### src/rtl/hdx_pkg.sv
// rtl/hdx_pkg.sv - shared types and constants for the half-duplex direction controller
//
// Contents:
//   hdx_state_t  - controller FSM state encoding
//   DIR_FWD/REV  - values of the buffer direction select
//   OWN_*        - values of the round-robin last-owner flag
//   is_turn()    - true for either dead-time turnaround state
package hdx_pkg;

    typedef enum logic [2:0] {
        ST_IDLE   = 3'd0,
        ST_FWD    = 3'd1,
        ST_REV    = 3'd2,
        ST_TURN_F = 3'd3,
        ST_TURN_R = 3'd4
    } hdx_state_t;

    localparam logic DIR_FWD      = 1'b1;
    localparam logic DIR_REV      = 1'b0;

    localparam logic OWN_SENDER   = 1'b0;
    localparam logic OWN_RECEIVER = 1'b1;

    function automatic logic is_turn(input hdx_state_t s);
        return (s == ST_TURN_F) || (s == ST_TURN_R);
    endfunction

endpackage

### src/rtl/hdx_turn_timer.sv
// rtl/hdx_turn_timer.sv - loadable 4-bit down-counter timing the turnaround dead period
//
// Ports:
//   clk    in  clock
//   rst_n  in  synchronous active-low reset
//   start  in  load the counter (asserted on the edge that enters a turn state)
//   run    in  a turn state is currently active; counter clears when low
//   done   out last dead cycle of the turn is in progress
module hdx_turn_timer #(
    parameter int TURN_CYC = 2
) (
    input  logic clk,
    input  logic rst_n,
    input  logic start,
    input  logic run,
    output logic done
);

    // Loading TURN_CYC-1 makes the turn state last exactly TURN_CYC cycles:
    // done is seen while the count sits at zero in the final dead cycle.
    localparam logic [3:0] LOAD_VAL = (TURN_CYC > 0) ? 4'(TURN_CYC - 1) : 4'd0;

    logic [3:0] r_cnt;

    always_ff @(posedge clk) begin
        if (!rst_n) begin
            r_cnt <= 4'd0;
        end else if (start) begin
            r_cnt <= LOAD_VAL;
        end else if (!run) begin
            r_cnt <= 4'd0;
        end else if (r_cnt != 4'd0) begin
            r_cnt <= r_cnt - 4'd1;
        end
    end

    assign done = run && (r_cnt == 4'd0);

endmodule

### src/rtl/half_duplex_dir_ctrl.sv
// rtl/half_duplex_dir_ctrl.sv - half-duplex link arbiter and direction control for the bidirectional buffer
//
// Ports:
//   clk          in  clock
//   rst_n        in  synchronous active-low reset
//   s_req/s_data in  sender-side request and data bit
//   r_req/r_data in  receiver-side request and data bit
//   s_gnt/r_gnt  out side owning the link this cycle
//   sender_port  out buffer direction, 1 = sender->receiver
//   sender_in    out s_data gated by s_gnt
//   reciever_in  out r_data gated by r_gnt
//   busy         out controller not idle
module half_duplex_dir_ctrl
    import hdx_pkg::*;
#(
    parameter int TURN_CYC  = 2,
    parameter int MAX_HOLD  = 16,
    parameter bit RESET_DIR = 1'b1
) (
    input  logic clk,
    input  logic rst_n,
    input  logic s_req,
    input  logic s_data,
    output logic s_gnt,
    input  logic r_req,
    input  logic r_data,
    output logic r_gnt,
    output logic sender_port,
    output logic sender_in,
    output logic reciever_in,
    output logic busy
);

    // With no dead time the turn states are bypassed entirely.
    localparam hdx_state_t ST_TO_FWD = (TURN_CYC == 0) ? ST_FWD : ST_TURN_F;
    localparam hdx_state_t ST_TO_REV = (TURN_CYC == 0) ? ST_REV : ST_TURN_R;

    // The counter holds (cycles granted - 1), so the last permitted cycle
    // is the one where it equals MAX_HOLD-1; it never counts past that.
    localparam logic [7:0] HOLD_LAST = 8'(MAX_HOLD - 1);

    hdx_state_t r_state;
    hdx_state_t w_state_nxt;

    logic       r_s_gnt;
    logic       r_r_gnt;
    logic       r_busy;
    logic       r_sender_port;
    logic       r_last_owner;
    logic [7:0] r_hold_cnt;

    logic       w_hold_hit;
    logic       w_s_wins;
    logic       w_turn_start;
    logic       w_turn_run;
    logic       w_turn_done;

    assign w_hold_hit = (r_hold_cnt == HOLD_LAST);

    // Sender wins unless the receiver also asks and the sender owned it last.
    assign w_s_wins   = s_req && (!r_req || (r_last_owner == OWN_RECEIVER));

    assign w_turn_start = is_turn(w_state_nxt) && (w_state_nxt != r_state);
    assign w_turn_run   = is_turn(r_state);

    hdx_turn_timer #(
        .TURN_CYC (TURN_CYC)
    ) u_turn_timer (
        .clk   (clk),
        .rst_n (rst_n),
        .start (w_turn_start),
        .run   (w_turn_run),
        .done  (w_turn_done)
    );

    // State register; grants and busy are registered from the next state so
    // the gating below sees clean flop outputs.
    always_ff @(posedge clk) begin
        if (!rst_n) begin
            r_state <= ST_IDLE;
            r_s_gnt <= 1'b0;
            r_r_gnt <= 1'b0;
            r_busy  <= 1'b0;
        end else begin
            r_state <= w_state_nxt;
            r_s_gnt <= (w_state_nxt == ST_FWD);
            r_r_gnt <= (w_state_nxt == ST_REV);
            r_busy  <= (w_state_nxt != ST_IDLE);
        end
    end

    // Next-state logic
    always_comb begin
        w_state_nxt = r_state;
        case (r_state)
            ST_IDLE: begin
                if (w_s_wins) begin
                    w_state_nxt = (r_sender_port == DIR_FWD) ? ST_FWD : ST_TO_FWD;
                end else if (r_req) begin
                    w_state_nxt = (r_sender_port == DIR_REV) ? ST_REV : ST_TO_REV;
                end
            end
            ST_FWD: begin
                if (!s_req) begin
                    w_state_nxt = r_req ? ST_TO_REV : ST_IDLE;
                end else if (w_hold_hit && r_req) begin
                    w_state_nxt = ST_TO_REV;
                end
            end
            ST_REV: begin
                if (!r_req) begin
                    w_state_nxt = s_req ? ST_TO_FWD : ST_IDLE;
                end else if (w_hold_hit && s_req) begin
                    w_state_nxt = ST_TO_FWD;
                end
            end
            ST_TURN_F: begin
                if (w_turn_done) begin
                    w_state_nxt = s_req ? ST_FWD : ST_IDLE;
                end
            end
            ST_TURN_R: begin
                if (w_turn_done) begin
                    w_state_nxt = r_req ? ST_REV : ST_IDLE;
                end
            end
            default: begin
                w_state_nxt = ST_IDLE;
            end
        endcase
    end

    // Direction, round-robin owner and hold counter. The direction flips on
    // the edge that enters the turn, so it is settled for every dead cycle.
    always_ff @(posedge clk) begin
        if (!rst_n) begin
            r_sender_port <= RESET_DIR;
            r_last_owner  <= OWN_RECEIVER;
            r_hold_cnt    <= 8'd0;
        end else begin
            if ((w_state_nxt == ST_FWD) || (w_state_nxt == ST_TURN_F)) begin
                r_sender_port <= DIR_FWD;
            end else if ((w_state_nxt == ST_REV) || (w_state_nxt == ST_TURN_R)) begin
                r_sender_port <= DIR_REV;
            end

            if (w_state_nxt == ST_FWD) begin
                r_last_owner <= OWN_SENDER;
            end else if (w_state_nxt == ST_REV) begin
                r_last_owner <= OWN_RECEIVER;
            end

            // Hitting the limit with nobody waiting restarts the hold window.
            if ((w_state_nxt != r_state) || w_hold_hit) begin
                r_hold_cnt <= 8'd0;
            end else if ((r_state == ST_FWD) || (r_state == ST_REV)) begin
                r_hold_cnt <= r_hold_cnt + 8'd1;
            end
        end
    end

    // Output logic
    always_comb begin
        s_gnt       = r_s_gnt;
        r_gnt       = r_r_gnt;
        busy        = r_busy;
        sender_port = r_sender_port;
        sender_in   = s_data & r_s_gnt;
        reciever_in = r_data & r_r_gnt;
    end

endmodule

### config.mk
export PLATFORM = sky130hd
export DESIGN_NAME = half_duplex_dir_ctrl
export DESIGN_NICKNAME = d
export VERILOG_FILES = /design/src/rtl/hdx_pkg.sv /design/src/rtl/hdx_turn_timer.sv /design/src/rtl/half_duplex_dir_ctrl.sv
export SDC_FILE = /design/constraint.sdc
export NUM_CORES = 1
export LEC_CHECK = 0
export ABC_CLOCK_PERIOD_IN_PS = 7300
export CORE_MARGIN = 5
export CORE_UTILIZATION = 49
export DETAILED_ROUTE_END_ITERATION = 10
export GPL_ROUTABILITY_DRIVEN = 0
export PLACE_DENSITY_LB_ADDON = 0.1
export REMOVE_ABC_BUFFERS = 1
export SLEW_MARGIN = 0
export SYNTH_ARGS = -nofsm -noshare
export SYNTH_HDL_FRONTEND = slang
export SYNTH_HIERARCHICAL = 1
export SYNTH_SLANG_ARGS = --single-unit
### constraint.sdc
create_clock -name clk -period 7.3 [get_ports clk]
set_input_delay 1.46 -clock clk [delete_from_list [all_inputs] [get_ports clk]]
set_output_delay 1.46 -clock clk [all_outputs]
set_load 0.005 [all_outputs]
==> run_summary.xml <==
<?xml version="1.0" encoding="UTF-8"?>
<metrics>
  <group name="clock_tree">
    <metric name="clk_pin_slew_worst_paths" unit="ns">0.12</metric>
    <metric name="ctsLongestPathBuffers" unit="">2</metric>
    <metric name="cts_tree" unit="">yes</metric>
    <metric name="clock-sinks" unit="">20</metric>
    <metric name="clkLatencyLatePin" unit="ns">0.30</metric>
    <metric name="cts.hold.buffers_added" unit="">0</metric>
    <metric name="tritoncts.num_buffers" unit="">3</metric>
    <metric name="clock-root-buffer" unit="">sky130_fd_sc_hd__clkbuf_4</metric>
    <metric name="cts.htree.levels" unit="">1</metric>
    <metric name="postCtsSetupBuffers" unit="">0</metric>
    <metric name="cts-resized-gates" unit="">0</metric>
  </group>
  <group name="route">
    <metric name="wire_length_after_detailed_routing" unit="um">2419</metric>
    <metric name="detailroute.via_count" unit="">987</metric>
    <metric name="firstDrtPassIters" unit="">4</metric>
    <metric name="drt_iter0_markers" unit="">27</metric>
    <metric name="route.detailed.vias_per_inst" unit="">5.672</metric>
    <metric name="drc_errors" unit="">0</metric>
    <metric name="route.detailed.wl_per_inst" unit="um">13.90</metric>
    <metric name="route.antenna.remaining_nets" unit="">0</metric>
  </group>
  <group name="global_route">
    <metric name="first_pass_grt_wire_length" unit="um">3939</metric>
    <metric name="track_usage" unit="%">14.63</metric>
    <metric name="grt_pass1_vias" unit="">896</metric>
    <metric name="antenna_found_initial" unit="">0</metric>
    <metric name="grt_start_max_net_pins" unit="">16</metric>
    <metric name="grt.overflow.total" unit="">0</metric>
  </group>
  <group name="floorplanning">
    <metric name="ios" unit="">12</metric>
    <metric name="die_height" unit="um">59.10</metric>
    <metric name="die_width" unit="um">59.10</metric>
    <metric name="dieArea" unit="um2">3492</metric>
    <metric name="coreArea" unit="um2">2255</metric>
    <metric name="floorplan.initialDensity" unit="%">52.39</metric>
    <metric name="std_cell_rows" unit="">17</metric>
  </group>
  <group name="outcome">
    <metric name="run_status" unit="">finished, final reports clean</metric>
  </group>
  <group name="timing">
    <metric name="timing.slew.headroom" unit="%">61.86</metric>
    <metric name="count_of_final_hold_check_violations" unit="">0</metric>
    <metric name="layout_min_cycle_time" unit="ns">3.968</metric>
    <metric name="min_period_over_period" unit="%">54.36</metric>
    <metric name="clock-skew-final" unit="ns">0.008592</metric>
    <metric name="fin_ws" unit="ns">3.332</metric>
    <metric name="achievable-frequency" unit="MHz">252.0</metric>
    <metric name="slew_violations" unit="">0</metric>
    <metric name="setup_total_negative_slack" unit="ns">0</metric>
    <metric name="final-setup-viol-count" unit="">0</metric>
    <metric name="worst_slew_pin_slew" unit="ns">0.5577</metric>
    <metric name="grt_setup_unrepaired" unit="">no</metric>
  </group>
  <group name="logic_synthesis">
    <metric name="synth-edff-count" unit="">0</metric>
    <metric name="synth_flop_cell" unit="">sky130_fd_sc_hd__dfxtp_1</metric>
    <metric name="synthesized_netlist_cell_count" unit="">136</metric>
    <metric name="ys_types" unit="">42</metric>
    <metric name="synth_area" unit="um2">1181</metric>
    <metric name="yosys_warnings" unit="">6</metric>
    <metric name="synth_top_cells_by_area" unit="">sky130_fd_sc_hd__dfxtp_1 34%, sky130_fd_sc_hd__nor3_1 5.1%, sky130_fd_sc_hd__nand2_1 3.8%</metric>
    <metric name="cell_accounting_for_the_most_synthesized_area" unit="">sky130_fd_sc_hd__dfxtp_1</metric>
    <metric name="post_synth.cell_area_avg" unit="um2">8.685</metric>
    <metric name="synth-seq-cells" unit="">20</metric>
    <metric name="seq_area_frac_synth" unit="%">33.90</metric>
    <metric name="post-synth-top-area-fraction" unit="%">33.90</metric>
    <metric name="asyncSetResetFlopFracSynth" unit="%">0</metric>
  </group>
  <group name="worst_setup_path">
    <metric name="worstSetupPathType" unit="">in2out</metric>
    <metric name="kind_of_start_point_of_the_critical_path" unit="">input port</metric>
    <metric name="cp_cell_sequence" unit="">clkdlybuf4s50_1 -&gt; and2_1 -&gt; clkdlybuf4s50_1</metric>
    <metric name="cpMostUsedCell" unit="">sky130_fd_sc_hd__clkdlybuf4s50_1</metric>
    <metric name="worst_ep_required_time" unit="ns">5.84</metric>
    <metric name="cp_data_arrival_time" unit="ns">2.51</metric>
    <metric name="timing.critical_path.to_type" unit="">primary output</metric>
    <metric name="timing.critical_path.slowest_cell_delay" unit="ns">0.49</metric>
    <metric name="crit_slowest_cell" unit="">sky130_fd_sc_hd__clkdlybuf4s50_1</metric>
    <metric name="worst-path-max-fanout" unit="">1</metric>
  </group>
  <group name="layout">
    <metric name="final_util" unit="%">59.27</metric>
    <metric name="drive_above_1_share" unit="%">9.589</metric>
    <metric name="antenna_cells_inserted" unit="">0</metric>
    <metric name="synthToLayoutAreaGrowth" unit="%">13.14</metric>
    <metric name="finalNetCount" unit="">156</metric>
  </group>
  <group name="placed_design">
    <metric name="dp_hpwl" unit="um">1774</metric>
    <metric name="place_ws" unit="ns">3.305</metric>
    <metric name="buffer_ports.inserted" unit="">11</metric>
  </group>
  <group name="power_and_ir_drop">
    <metric name="pwr_density_cell" unit="nW/um2">332.4</metric>
    <metric name="worst_ir_drop_vdd" unit="V">0.0001949</metric>
    <metric name="p_leak" unit="nW">0.4932</metric>
  </group>
  <group name="job">
    <metric name="timing.max_cap.violations" unit="">0</metric>
  </group>
  <group name="worst_hold_path">
    <metric name="hold_path.class" unit="">reg2reg</metric>
  </group>
</metrics>
==> routing by layer <==
layer | routed length [um] | track usage (%)
met5 | 0 | 0
met4 | 17 | 6.472
met3 | 126 | 3.050
met2 | 1069 | 22.24
met1 | 1205 | 19.76
==> Yosys cell counts, types with 3 or more instances <==
| cell type | n |
|---|---|
| sky130_fd_sc_hd__inv_1 | 8 |
| sky130_fd_sc_hd__nand2_1 | 12 |
| sky130_fd_sc_hd__mux2i_1 | 3 |
| sky130_fd_sc_hd__nor2b_1 | 4 |
| sky130_fd_sc_hd__and2_1 | 4 |
| sky130_fd_sc_hd__and3_1 | 3 |
| sky130_fd_sc_hd__nor2_1 | 7 |
| sky130_fd_sc_hd__ha_1 | 3 |
| sky130_fd_sc_hd__o21a_1 | 3 |
| sky130_fd_sc_hd__dfxtp_1 | 20 |
| sky130_fd_sc_hd__o211ai_1 | 4 |
| sky130_fd_sc_hd__buf_2 | 3 |
| sky130_fd_sc_hd__nand3_1 | 7 |
| sky130_fd_sc_hd__nand2b_1 | 3 |
| sky130_fd_sc_hd__xnor2_1 | 5 |
| sky130_fd_sc_hd__nor3_1 | 12 |
| sky130_fd_sc_hd__nand4_1 | 3 |
| sky130_fd_sc_hd__xor2_1 | 4 |
==> power breakdown <==
group	leakage, nW	internal (W)	switching, W
Combinational	0.309	0.000105	0.000116
Sequential	0.163	0.000130	0.0000290
Clock	0.0210	0.0000304	0.0000345
==> final timing paths <==
check | to | cells past startpoint | slack (ns) | from
worst max-delay path | sender_in | 3 | 3.33 | s_data
worst min-delay path | r_last_owner$_SDFFE_PN1P_ | 2 | 0.51 | r_last_owner$_SDFFE_PN1P_
worst max register to register | u_turn_timer/r_cnt[1]$_SDFFE_PP0P_ | 9 | 4.44 | r_state[1]$_SDFF_PN0_
worst min register to register | r_last_owner$_SDFFE_PN1P_ | 2 | 0.51 | r_last_owner$_SDFFE_PN1P_
==> cell type report <==
class / instances / area, um2
Fill cell: 215 / 918.4
Multi-Input combinational cell: 103 / 724.4
Sequential cell: 20 / 400.4
Timing Repair Buffer: 11 / 110.1
Clock buffer: 4 / 36.28
Tap cell: 28 / 35.03
Inverter: 8 / 30.03
==> cell usage in the layout, fill, tap and decap left out, types with 2 or more instances in the layout <==
cell                              count
sky130_fd_sc_hd__nor2b_1              4
sky130_fd_sc_hd__nor2_1               7
sky130_fd_sc_hd__clkdlybuf4s50_1     11
sky130_fd_sc_hd__ha_1                 3
sky130_fd_sc_hd__nor3_1              12
sky130_fd_sc_hd__a311oi_1             2
sky130_fd_sc_hd__o21a_1               3
sky130_fd_sc_hd__nand2_1             12
sky130_fd_sc_hd__nand2b_1             3
sky130_fd_sc_hd__nand3_1              7
sky130_fd_sc_hd__o211ai_1             4
sky130_fd_sc_hd__a21oi_1              2
sky130_fd_sc_hd__o21ai_0              2
sky130_fd_sc_hd__and3_1               3
sky130_fd_sc_hd__xor2_1               4
sky130_fd_sc_hd__mux2i_1              3
sky130_fd_sc_hd__inv_1                8
sky130_fd_sc_hd__and2_1               4
sky130_fd_sc_hd__a21boi_0             2
sky130_fd_sc_hd__clkbuf_4             3
sky130_fd_sc_hd__xnor2_1              5
sky130_fd_sc_hd__nand4_1              3
sky130_fd_sc_hd__dfxtp_1             20
==> flip-flops by register name, summed over array words and instances, names as in the netlist <==
| register | cells |
|---|---|
| sender_port | 1 |
| u_turn_timer/r_cnt | 4 |
| s_gnt | 1 |
| busy | 1 |
| r_last_owner | 1 |
| r_gnt | 1 |
| r_hold_cnt | 8 |
| r_state | 3 |
==> per-stage QoR <==
| stage | hold slack, ns | total power [W] | cell area [um2] | std cells |
|---|---|---|---|---|
| after detailed placement | 0.4853 | 0.0003806 | 1300 | 170 |
| after CTS | 0.5035 | 0.0004457 | 1336 | 174 |
| after global placement | 0.4854 | 0.0003750 | 1300 | 170 |
| after global routing | 0.5428 | 0.0004772 | 1336 | 174 |
| after floorplan | 0.4562 | 0.0003205 | 1155 | 131 |
| final | 0.5052 | 0.0004442 | 1336 | 174 |
==> cell families after synthesis <==
logic type               Yosys count  share of synthesized area [%]
buffers and inverters             13                          4.767
flip-flops                        20                          33.90
XOR/XNOR                           9                          6.673
AND/OR/NAND/NOR                   62                          29.87
AO/OA/AOI/OAI                     25                          17.16
multiplexers                       4                          4.449
adder cells (fa/ha/maj)            3                          3.178
==> worst max-delay path: cells and delay by family <==
family | cells | cell delay [ns]
simple gates | 1 | 0.11
buf+inv | 2 | 0.94
Note: power is estimated with default switching activity, not from simulation.
